<file path="src/rtl/switch_pkg.sv">
// Shared types and constants for the switch-driven up/down counter.
// Optional build macro AUTO_REPEAT_EN enables the hold-to-repeat FSM in the top.
package switch_pkg;

   typedef enum logic [1:0] {
      ST_IDLE   = 2'd0,
      ST_DELAY  = 2'd1,
      ST_REPEAT = 2'd2
   } rpt_state_t;

   localparam int COUNT_W     = 4;
   localparam int SYNC_STAGES = 2;

   // Counter width able to hold limit-1; never narrower than one bit.
   function automatic int cnt_width(input int limit);
      return (limit > 1) ? $clog2(limit) : 1;
   endfunction

endpackage

</file>
<file path="src/rtl/switch_updown_counter_if.sv">
// Pin-side bundle of the counter: raw switches in, LEDs, step pulse and repeat-state debug out.
// The repeat state reads ST_IDLE permanently when AUTO_REPEAT_EN is not defined.
interface switch_updown_counter_if;
   import switch_pkg::*;

   logic       i_Switch_1;
   logic       i_Switch_2;
   logic       i_Switch_3;
   logic       o_LED_1;
   logic       o_LED_2;
   logic       o_LED_3;
   logic       o_LED_4;
   logic       o_Step;
   rpt_state_t o_Rpt_State;

   // Board/bench side drives the switches and watches the outputs.
   modport master (
      output i_Switch_1, i_Switch_2, i_Switch_3,
      input  o_LED_1, o_LED_2, o_LED_3, o_LED_4, o_Step, o_Rpt_State
   );

   modport slave (
      input  i_Switch_1, i_Switch_2, i_Switch_3,
      output o_LED_1, o_LED_2, o_LED_3, o_LED_4, o_Step, o_Rpt_State
   );

endinterface

</file>
<file path="src/rtl/switch_debounce.sv">
// One switch channel: 2-FF synchroniser, stability filter and a registered press pulse.
// o_Level is the debounced level; o_Press is high for one cycle after each clean 0->1.
module switch_debounce
   import switch_pkg::*;
#(
   parameter int DEBOUNCE_LIMIT = 250_000
) (
   input  logic i_Clk,
   input  logic i_Rst,
   input  logic i_Switch,
   output logic o_Level,
   output logic o_Press
);

   localparam int CW = cnt_width(DEBOUNCE_LIMIT);

   logic [SYNC_STAGES-1:0] sync_q;
   logic [CW-1:0]          filt_cnt_q;
   logic                   level_q;
   logic                   level_d_q;
   logic                   press_q;

   always_ff @(posedge i_Clk) begin
      if (i_Rst) begin
         sync_q     <= '0;
         filt_cnt_q <= '0;
         level_q    <= 1'b0;
         level_d_q  <= 1'b0;
         press_q    <= 1'b0;
      end else begin
         sync_q    <= {sync_q[SYNC_STAGES-2:0], i_Switch};
         level_d_q <= level_q;
         press_q   <= level_q & ~level_d_q;
         // Any cycle where the synced level agrees with the accepted one restarts the count.
         if (sync_q[SYNC_STAGES-1] != level_q) begin
            if (filt_cnt_q == CW'(DEBOUNCE_LIMIT - 1)) begin
               level_q    <= ~level_q;
               filt_cnt_q <= '0;
            end else begin
               filt_cnt_q <= filt_cnt_q + CW'(1);
            end
         end else begin
            filt_cnt_q <= '0;
         end
      end
   end

   assign o_Level = level_q;
   assign o_Press = press_q;

endmodule

</file>
<file path="src/rtl/switch_updown_counter.sv">
// Debounced switches step a 4-bit wrapping count shown on the LEDs (Switch_1 up, 2 down, 3 clear).
// Define AUTO_REPEAT_EN to add hold-to-repeat on the up/down switches.
module switch_updown_counter
   import switch_pkg::*;
#(
   parameter int DEBOUNCE_LIMIT = 250_000,
   parameter int REPEAT_DELAY   = 12_500_000,
   parameter int REPEAT_PERIOD  = 2_500_000
) (
   input  logic                    i_Clk,
   input  logic                    i_Rst,
   switch_updown_counter_if.slave  sw_if
);

   logic [2:0]         lvl;
   logic [2:0]         prs;
   logic [COUNT_W-1:0] count_q;
   logic               step_q;
   logic               rep_inc;
   logic               rep_dec;
   logic               inc_ev;
   logic               dec_ev;
   logic [2:0]         unused_lvl;

   switch_debounce #(.DEBOUNCE_LIMIT(DEBOUNCE_LIMIT)) u_deb_inc (
      .i_Clk(i_Clk), .i_Rst(i_Rst), .i_Switch(sw_if.i_Switch_1),
      .o_Level(lvl[0]), .o_Press(prs[0])
   );
   switch_debounce #(.DEBOUNCE_LIMIT(DEBOUNCE_LIMIT)) u_deb_dec (
      .i_Clk(i_Clk), .i_Rst(i_Rst), .i_Switch(sw_if.i_Switch_2),
      .o_Level(lvl[1]), .o_Press(prs[1])
   );
   switch_debounce #(.DEBOUNCE_LIMIT(DEBOUNCE_LIMIT)) u_deb_clr (
      .i_Clk(i_Clk), .i_Rst(i_Rst), .i_Switch(sw_if.i_Switch_3),
      .o_Level(lvl[2]), .o_Press(prs[2])
   );

   assign unused_lvl = lvl;

`ifdef AUTO_REPEAT_EN
   localparam int TMAX = (REPEAT_DELAY > REPEAT_PERIOD) ? REPEAT_DELAY : REPEAT_PERIOD;
   localparam int TW   = cnt_width(TMAX);

   rpt_state_t state_q;
   logic       dir_up_q;
   logic [TW-1:0] timer_q;
   logic       held;
   logic       hit;
   logic       abort;
   logic       rep_tick;

   // Abort covers release, an opposite-direction press and a clear press.
   always_comb begin
      held     = dir_up_q ? lvl[0] : lvl[1];
      hit      = (state_q == ST_DELAY) ? (timer_q == TW'(REPEAT_DELAY - 1))
                                       : (timer_q == TW'(REPEAT_PERIOD - 1));
      abort    = prs[2] | (dir_up_q ? prs[1] : prs[0]) | ~held;
      rep_tick = (state_q != ST_IDLE) & ~abort & hit;
      rep_inc  = rep_tick & dir_up_q;
      rep_dec  = rep_tick & ~dir_up_q;
   end

   always_ff @(posedge i_Clk) begin
      if (i_Rst) begin
         state_q  <= ST_IDLE;
         dir_up_q <= 1'b0;
         timer_q  <= '0;
      end else begin
         case (state_q)
            ST_IDLE: begin
               timer_q <= '0;
               if ((prs[0] ^ prs[1]) & ~prs[2]) begin
                  state_q  <= ST_DELAY;
                  dir_up_q <= prs[0];
               end
            end
            ST_DELAY, ST_REPEAT: begin
               if (abort) begin
                  state_q <= ST_IDLE;
                  timer_q <= '0;
               end else if (hit) begin
                  state_q <= ST_REPEAT;
                  timer_q <= '0;
               end else begin
                  timer_q <= timer_q + TW'(1);
               end
            end
            default: begin
               state_q <= ST_IDLE;
               timer_q <= '0;
            end
         endcase
      end
   end

   assign sw_if.o_Rpt_State = state_q;
`else
   logic [63:0] unused_cfg;

   assign unused_cfg        = {REPEAT_DELAY, REPEAT_PERIOD};
   assign rep_inc           = 1'b0;
   assign rep_dec           = 1'b0;
   assign sw_if.o_Rpt_State = ST_IDLE;
`endif

   assign inc_ev = prs[0] | rep_inc;
   assign dec_ev = prs[1] | rep_dec;

   // Clear wins outright; opposing up/down events cancel without a step.
   always_ff @(posedge i_Clk) begin
      if (i_Rst) begin
         count_q <= '0;
         step_q  <= 1'b0;
      end else begin
         step_q <= 1'b0;
         if (prs[2]) begin
            count_q <= '0;
            step_q  <= 1'b1;
         end else if (inc_ev & ~dec_ev) begin
            count_q <= count_q + COUNT_W'(1);
            step_q  <= 1'b1;
         end else if (dec_ev & ~inc_ev) begin
            count_q <= count_q - COUNT_W'(1);
            step_q  <= 1'b1;
         end
      end
   end

   assign sw_if.o_LED_1 = count_q[3];
   assign sw_if.o_LED_2 = count_q[2];
   assign sw_if.o_LED_3 = count_q[1];
   assign sw_if.o_LED_4 = count_q[0];
   assign sw_if.o_Step  = step_q;

endmodule
</file>
<file path="src/flat_wrapper.sv">
// flat-port wrapper written by rule: the top's interface ports become plain ports
module switch_updown_counter_flat import switch_pkg::*;
#(
   parameter int DEBOUNCE_LIMIT = 250_000,
   parameter int REPEAT_DELAY   = 12_500_000,
   parameter int REPEAT_PERIOD  = 2_500_000
)
  (i_Clk, i_Rst, sw_if_i_Switch_1, sw_if_i_Switch_2, sw_if_i_Switch_3, sw_if_o_LED_1, sw_if_o_LED_2, sw_if_o_LED_3, sw_if_o_LED_4, sw_if_o_Step, sw_if_o_Rpt_State);
  switch_updown_counter_if sw_if_i ();
  input  logic i_Clk;
  input  logic i_Rst;
  input wire logic [$bits(sw_if_i.i_Switch_1)-1:0] sw_if_i_Switch_1;
  input wire logic [$bits(sw_if_i.i_Switch_2)-1:0] sw_if_i_Switch_2;
  input wire logic [$bits(sw_if_i.i_Switch_3)-1:0] sw_if_i_Switch_3;
  output wire logic [$bits(sw_if_i.o_LED_1)-1:0] sw_if_o_LED_1;
  output wire logic [$bits(sw_if_i.o_LED_2)-1:0] sw_if_o_LED_2;
  output wire logic [$bits(sw_if_i.o_LED_3)-1:0] sw_if_o_LED_3;
  output wire logic [$bits(sw_if_i.o_LED_4)-1:0] sw_if_o_LED_4;
  output wire logic [$bits(sw_if_i.o_Step)-1:0] sw_if_o_Step;
  output wire logic [$bits(sw_if_i.o_Rpt_State)-1:0] sw_if_o_Rpt_State;
  assign sw_if_i.i_Switch_1 = sw_if_i_Switch_1;
  assign sw_if_i.i_Switch_2 = sw_if_i_Switch_2;
  assign sw_if_i.i_Switch_3 = sw_if_i_Switch_3;
  assign sw_if_o_LED_1 = sw_if_i.o_LED_1;
  assign sw_if_o_LED_2 = sw_if_i.o_LED_2;
  assign sw_if_o_LED_3 = sw_if_i.o_LED_3;
  assign sw_if_o_LED_4 = sw_if_i.o_LED_4;
  assign sw_if_o_Step = sw_if_i.o_Step;
  assign sw_if_o_Rpt_State = sw_if_i.o_Rpt_State;
  switch_updown_counter #(.DEBOUNCE_LIMIT(DEBOUNCE_LIMIT), .REPEAT_DELAY(REPEAT_DELAY), .REPEAT_PERIOD(REPEAT_PERIOD)) u_core (.i_Clk(i_Clk), .i_Rst(i_Rst), .sw_if(sw_if_i));
endmodule
</file>
<file path="config.mk">
export PLATFORM = sky130hd
export DESIGN_NAME = switch_updown_counter_flat
export DESIGN_NICKNAME = d
export VERILOG_FILES = /design/src/rtl/switch_pkg.sv /design/src/rtl/switch_updown_counter_if.sv /design/src/rtl/switch_debounce.sv /design/src/rtl/switch_updown_counter.sv /design/src/flat_wrapper.sv
export SDC_FILE = /design/constraint.sdc
export NUM_CORES = 1
export LEC_CHECK = 0
export ABC_AREA = 1
export CAP_MARGIN = 15
export CORE_MARGIN = 4
export CORE_UTILIZATION = 50
export CTS_CLUSTER_SIZE = 10
export DETAILED_ROUTE_END_ITERATION = 6
export GPL_TIMING_DRIVEN = 0
export PLACE_DENSITY_LB_ADDON = 0.25
export SLEW_MARGIN = 20
export SYNTH_ARGS = -nofsm -noshare
export SYNTH_HDL_FRONTEND = slang
export SYNTH_SLANG_ARGS = --single-unit
</file>
<file path="constraint.sdc">
create_clock -name i_Clk -period 2.37 [get_ports i_Clk]
set_input_delay 0.474 -clock i_Clk [delete_from_list [all_inputs] [get_ports i_Clk]]
set_output_delay 0.474 -clock i_Clk [all_outputs]
set_load 0.02 [all_outputs]
</file>
# Word-level counts from Yosys, hierarchy flattened
# Cells that the tools add are included.
[word_totals] ff_bits=74
[classes] addsub=5 eq_ne=6 n_mux=5 bitwise=16 n_reduce_logical=8
[op_table] operator="18-bit by 1-bit adder with 18-bit output (second input constant)" count=3
[op_table] operator="18-bit == test (second input constant)" count=3
[op_table] operator="1-bit inverter" count=11
[op_table] operator="3-bit OR reduction" count=3
[op_table] operator="4-bit two-way mux" count=2
[op_table] operator="2-bit AND reduction" count=3
[op_table] operator="1-bit AND" count=5
[op_table] operator="4-bit by 1-bit adder with 4-bit output (second input constant)" count=1
[op_table] operator="4-bit by 1-bit subtractor with 4-bit output (second input constant)" count=1
[op_table] operator="1-bit two-way mux" count=3
[op_table] operator="1-bit inequality test" count=3
[op_table] operator="2-bit nonzero test" count=1
[op_table] operator="2-bit OR reduction" count=1

# Longest topological paths before layout
[logic_depth] ltp_word=5 ltp_mapped=11

# Modules after synthesis
# Synthesis repeated with hierarchy kept, for this count alone.
[hier_totals] hier_cells=497 area_unflattened_um2=3542.1
[modules_own_cells] mod="switch_debounce" n_inst=3 cells_each=151 area_each_um2=1073.5 seq_area_each_um2=460.4
[modules_own_cells] mod="switch_updown_counter" n_inst=1 cells_each=44 area_each_um2=321.6 seq_area_each_um2=100.1

# Worst setup path before layout
# Ideal clock, no wire load.
[synth_path] path_type="register to register" startpoint="reg u_core.u_deb_dec.press_q, in the netlist u_core.u_deb_dec.o_Press" endpoint="reg u_core.count_q[3]" setup_ps=70 arrival_time_ps=1472 required_ps=2300 path_slack_ps=828 path_stages_with_launch=11 period_less_slack_ps=1542 cell_sequence="dfxtp_1 -> inv_1 -> ha_1 -> inv_1 -> ha_1 -> or2_2 -> nand2_1 -> nand3_1 -> nand2_1 -> nand2_1 -> a21oi_1"
[synth_between] elab_chain_len=3
[synth_rtl] element="from (decl)" line="switch_debounce.sv:21" source="logic press_q;"
[synth_rtl] element="from (signal assigned)" line="switch_debounce.sv:33" source="press_q <= level_q & ~level_d_q;"
[synth_rtl] element="1-bit inverter" line="switch_updown_counter.sv:119" source="end else if (inc_ev & ~dec_ev) begin"
[synth_rtl] element="1-bit AND" line="switch_updown_counter.sv:119"
[synth_rtl] element="4-bit two-way mux / 2-bit nonzero test (equally long branches)"
[synth_rtl] element="to (signal assigned)" line="switch_updown_counter.sv:120" source="count_q <= count_q + COUNT_W'(1);"
[synth_rtl] element="to (signal assigned)" line="switch_updown_counter.sv:123" source="count_q <= count_q - COUNT_W'(1);"
[synth_rtl] element="to (decl)" line="switch_updown_counter.sv:17" source="logic [COUNT_W-1:0] count_q;"
# Several ways; a longest one is shown, not always the timed one.
# A chain may end at the register's enable or synchronous reset.

# Final worst setup path
[layout_path] startpoint="reg u_core.count_q[0]" endpoint="out sw_if_o_LED_4"
[layout_rtl] element="to (decl)" line="flat_wrapper.sv:18" source="output wire logic [$bits(sw_if_i.o_LED_4)-1:0] sw_if_o_LED_4;"
# No word-level cell between the ends.

==> flow_results.org <==
** Logic synthesis
- During synthesis, Yosys emitted a total of 0 warnings.
- Number of synthesized flops with an enable pin :: 0
- Of all cell types, the one taking the most synthesized area is sky130_fd_sc_hd__dfxtp_1.
- The share of the Yosys chip area taken by registers is 41.79%.
- Proportion of netlist area held by the largest area contributor :: 41.79%
- By area the synthesized netlist is led by sky130_fd_sc_hd__dfxtp_1 (42%), sky130_fd_sc_hd__nand2_1 (11%), sky130_fd_sc_hd__nor2_1 (11%).
- Primary flip-flop cell chosen by synthesis mapping :: sky130_fd_sc_hd__dfxtp_1
- Counting every instance in the synthesized netlist gives 500.
- Top cell types by occurrence after synthesis :: sky130_fd_sc_hd__nand2_1 (105), sky130_fd_sc_hd__nor2_1 (100), sky130_fd_sc_hd__dfxtp_1 (74), sky130_fd_sc_hd__inv_1 (59), sky130_fd_sc_hd__nand3_1 (33)
- Post-synthesis average cell area :: 7.089 um2
- Most common cell in the synthesized netlist :: sky130_fd_sc_hd__nand2_1
- Synth unique cells :: 29
- Summed instance area of the synthesized netlist :: 3545 um2
- After synthesis the netlist holds a flip-flop and latch count of 74.
- In the synthesized netlist the async set-or-reset flop fraction comes to 0%.

** Drt
- After detailed routing, the total wire length is 6484 um.
- Number of nets with antenna violations after detailed routing :: 0
- 1st-iter DRT viols :: 107
- The routed layout has 2972 vias.
- After detailed routing, the number of vias per cell comes to 4.778.
- Number of remaining DRC errors :: 0
- After detailed routing, the average wire length per cell comes to 10.42 um.
- The first TritonRoute pass finished after 6 iterations.

** Setup path
- The worst setup path is captured at a primary output.
- For this run, the slowest stage of the critical path takes 0.65 ns.
- The cell family contributing the most delay on the critical path is buffers and inverters.
- Type of the setup path with the least slack :: reg2out
- R2R setup slack :: 0.70 ns
- Buf+Inv Stages, Crit Path :: 1
- The startpoint identified for the worst register-to-register timing path is u_core.u_deb_dec.o_Press.
- The slowest stage of the critical path is the sky130_fd_sc_hd__clkdlybuf4s50_1 cell.
- For the worst flop-to-flop path, the logic depth is 10.
- In this run the critical register-to-register path is captured at u_core.count_q[3].
- The signal on the critical path passes through clkdlybuf4s50_1.
- STA puts the critical path data required time at 1.90 ns.
- Endpoint arrival time on the critical path :: 1.42 ns
- STA classifies the critical path startpoint as a register.
- CP max FO :: 4

** Placement
- DPL Wire Length :: 4689 um
- Prior to clock tree synthesis, the placed netlist has a worst setup slack of 0.3921 ns.
- Routability-driven placement finished with a final weighted congestion of 0.8976.
- During placement, the flow inserted port buffers numbering 9.

** STA
- Based on the critical path, the design can be clocked at up to 527.0 MHz.
- In the finished design, the share of the clock period the worst path needs comes to 80.07%.
- Fin. Hold Viols :: 0
- Worst setup skew after layout :: 0.01291 ns
- Setup total negative slack :: 0 ns
- Setup violations remaining at the end of the flow were counted as 0.
- Max-slew violation count :: 0
- Setup repair after global routing missed its margin :: no
- Hold timing on the final database bottoms out at a slack of 0.3733 ns.
- Time the final worst path needs with I/O delays and setup :: 1.898 ns
- The worst path meets setup with 0.4723 ns of slack.

** Layout
- Synthesis-to-finish area growth :: 12.92%
- Core occupancy in the finished layout :: 58.59%
- For this run, the post-layout net count is 533.
- Layout cells sized above 1 :: 8.745%
- Fill cell count :: 660
- 0 antenna diodes ended up in the layout.

** CTS
- Post-CTS repair changed the size of 0 cells.
- Inserted Clock Buffers :: 9
- Clock latency reported for the late side of the worst-skew pair :: 0.34 ns
- CTS H-Tree Depth :: 3
- CTS tree :: built
- TritonCTS Sinks :: 74
- Clock-pin slew was measured on the worst setup and hold paths at 0.08 ns.
- Postcts setup bufs :: 0
- Library cell used as clock root buffer :: sky130_fd_sc_hd__clkbuf_8
- Worst-case clock buffer depth :: 2
- The number of hold buffers added after CTS was 0.

** Floorplanning
- DIE WIDTH :: 92.20 um
- In this run the core area contains 30 standard-cell rows.
- Initial Utilization :: 51.89%
- I/O Pins :: 12
- In this run the standard cell core region covers 6832 um2.
- Full die area :: 8500 um2
- Die span in y :: 92.20 um

** Worst hold path
- The tightest min-delay check is of the reg2reg type.
- Source of the worst hold timing path :: u_core.u_deb_clr.level_d_q
- Hold-critical path depth :: 1
- End point of the worst hold path :: u_core.u_deb_clr.o_Press

** Global route
- Number of antenna violations at the first check in global routing :: 0
- Wire length of the first global-routing pass :: 11390 um
- Entering global routing, the biggest net connects 13 pins.
- For this run the aggregate overflow at the end of global routing stands at 0.
- Overall global routing resource usage :: 16.34%
- Vias in the first global route :: 2626

** Power
- In this run the static leakage power is 1.279 nW.
- For this design the ratio of total power to cell area is 619.5 nW/um2.
- After layout, the design draws a total of 2.480 mW.
- IR analysis of the VDD net gives a maximum drop of 0.5481 mV.

** Run status
- The flow ran to the end, and the final reports show no timing, DRC or antenna violations.

** Job
- Max-cap violations in this run came to 0.
## metrics by stage
step | cell area [um2] | std cells
detailed placement | 3759 | 606
global route | 4003 | 622
CTS | 4003 | 622
global placement | 3759 | 606
floorplan | 3548 | 501
finish | 4003 | 622
## layout make-up
| cell class | instances | area [um2] | area share [%] |
|---|---|---|---|
| multi-input cells | 362 | 1793 | 44.80 |
| flip-flops and latches | 74 | 1481 | 37.01 |
| inverters | 59 | 221.5 | 5.533 |
| clock buffers | 12 | 145.1 | 3.626 |
| well taps | 96 | 120.1 | 3.001 |
| clock inverters | 4 | 98.84 | 2.470 |
| repair buffers | 9 | 90.09 | 2.251 |
| plain buffers | 6 | 52.55 | 1.313 |
## per-layer routing
metal	GRT usage, %	share of wire, %	wire length (um)
met4	7.054	1.7	109
met1	20.91	49	3157
met5	0	0	0
met2	26.34	46	2969
met3	3.774	3.8	246
## worst max-delay path by stage
stage | from | endpoint | slack [ns] | depth (start not counted)
2_1_floorplan | u_core.u_deb_dec.o_Press | u_core.count_q[3] | 0.83 | 10
3_3_place_gp | i_Rst | u_core.u_deb_dec.filt_cnt_q[11] | 0.41 | 7
3_5_place_dp | i_Rst | u_core.u_deb_clr.filt_cnt_q[6] | 0.39 | 7
4_1_cts | u_core.count_q[0] | sw_if_o_LED_4 | 0.46 | 1
5_1_grt | u_core.count_q[0] | sw_if_o_LED_4 | 0.41 | 1
6_report | u_core.count_q[0] | sw_if_o_LED_4 | 0.47 | 1
## power by group
group | internal [mW] | total (mW) | switching [mW]
sequential | 1.25 | 1.25 | 0.00329
clock | 0.732 | 1.19 | 0.454
combinational | 0.0168 | 0.0417 | 0.0249
total | 2.00 | 2.48 | 0.483
## placed cells by master, fill, tap and decap left out, types with 2 or more instances in the layout
cell,synthesis,layout
sky130_fd_sc_hd__conb_1,1,2
sky130_fd_sc_hd__a21oi_1,28,28
sky130_fd_sc_hd__nor2_2,6,6
sky130_fd_sc_hd__xor2_1,11,11
sky130_fd_sc_hd__ha_1,6,6
sky130_fd_sc_hd__nand3_1,33,33
sky130_fd_sc_hd__clkbuf_1,1,3
sky130_fd_sc_hd__clkdlybuf4s50_1,0,9
sky130_fd_sc_hd__o21ai_0,6,6
sky130_fd_sc_hd__nand2_2,6,6
sky130_fd_sc_hd__bufinv_16,0,3
sky130_fd_sc_hd__and2_1,2,2
sky130_fd_sc_hd__nor2_1,100,100
sky130_fd_sc_hd__inv_1,59,59
sky130_fd_sc_hd__nand3b_1,5,5
sky130_fd_sc_hd__nand2_1,105,105
sky130_fd_sc_hd__buf_6,3,3
sky130_fd_sc_hd__a21oi_2,5,5
sky130_fd_sc_hd__nor2_4,2,2
sky130_fd_sc_hd__nor3_1,9,9
sky130_fd_sc_hd__xnor2_1,9,9
sky130_fd_sc_hd__dfxtp_1,74,74
sky130_fd_sc_hd__buf_4,2,2
sky130_fd_sc_hd__nand4_1,15,15
sky130_fd_sc_hd__or2_2,5,5
sky130_fd_sc_hd__or2_0,2,2
sky130_fd_sc_hd__clkbuf_8,0,10
## state kept, by name, summed over array words and instances (netlist names)
name                         count
u_core.count_q                   4
u_core.sw_if.o_Step              1
u_core.u_deb_clr.filt_cnt_q     18
u_core.u_deb_clr.level_d_q       1
u_core.u_deb_clr.o_Level         1
u_core.u_deb_clr.o_Press         1
u_core.u_deb_clr.sync_q          2
u_core.u_deb_dec.filt_cnt_q     18
u_core.u_deb_dec.level_d_q       1
u_core.u_deb_dec.o_Level         1
u_core.u_deb_dec.o_Press         1
u_core.u_deb_dec.sync_q          2
u_core.u_deb_inc.filt_cnt_q     18
u_core.u_deb_inc.level_d_q       1
u_core.u_deb_inc.o_Level         1
u_core.u_deb_inc.o_Press         1
u_core.u_deb_inc.sync_q          2
## kinds of logic (layout without fill, tap and decap cells)
group                      after synthesis  in the layout  share of synthesized area, %
adders and majority gates                7              7                         2.683
AOI/OAI and AO/OA                       40             40                         6.177
other                                    1              2                        0.1058
DFF                                     74             74                         41.79
and+or+nand+nor                        293            293                         36.57
buffers and inverters                   65             90                         7.730
xor gates and xnor gates                20             20                         4.942
No activity file was read; power rests on OpenSTA's default activity.
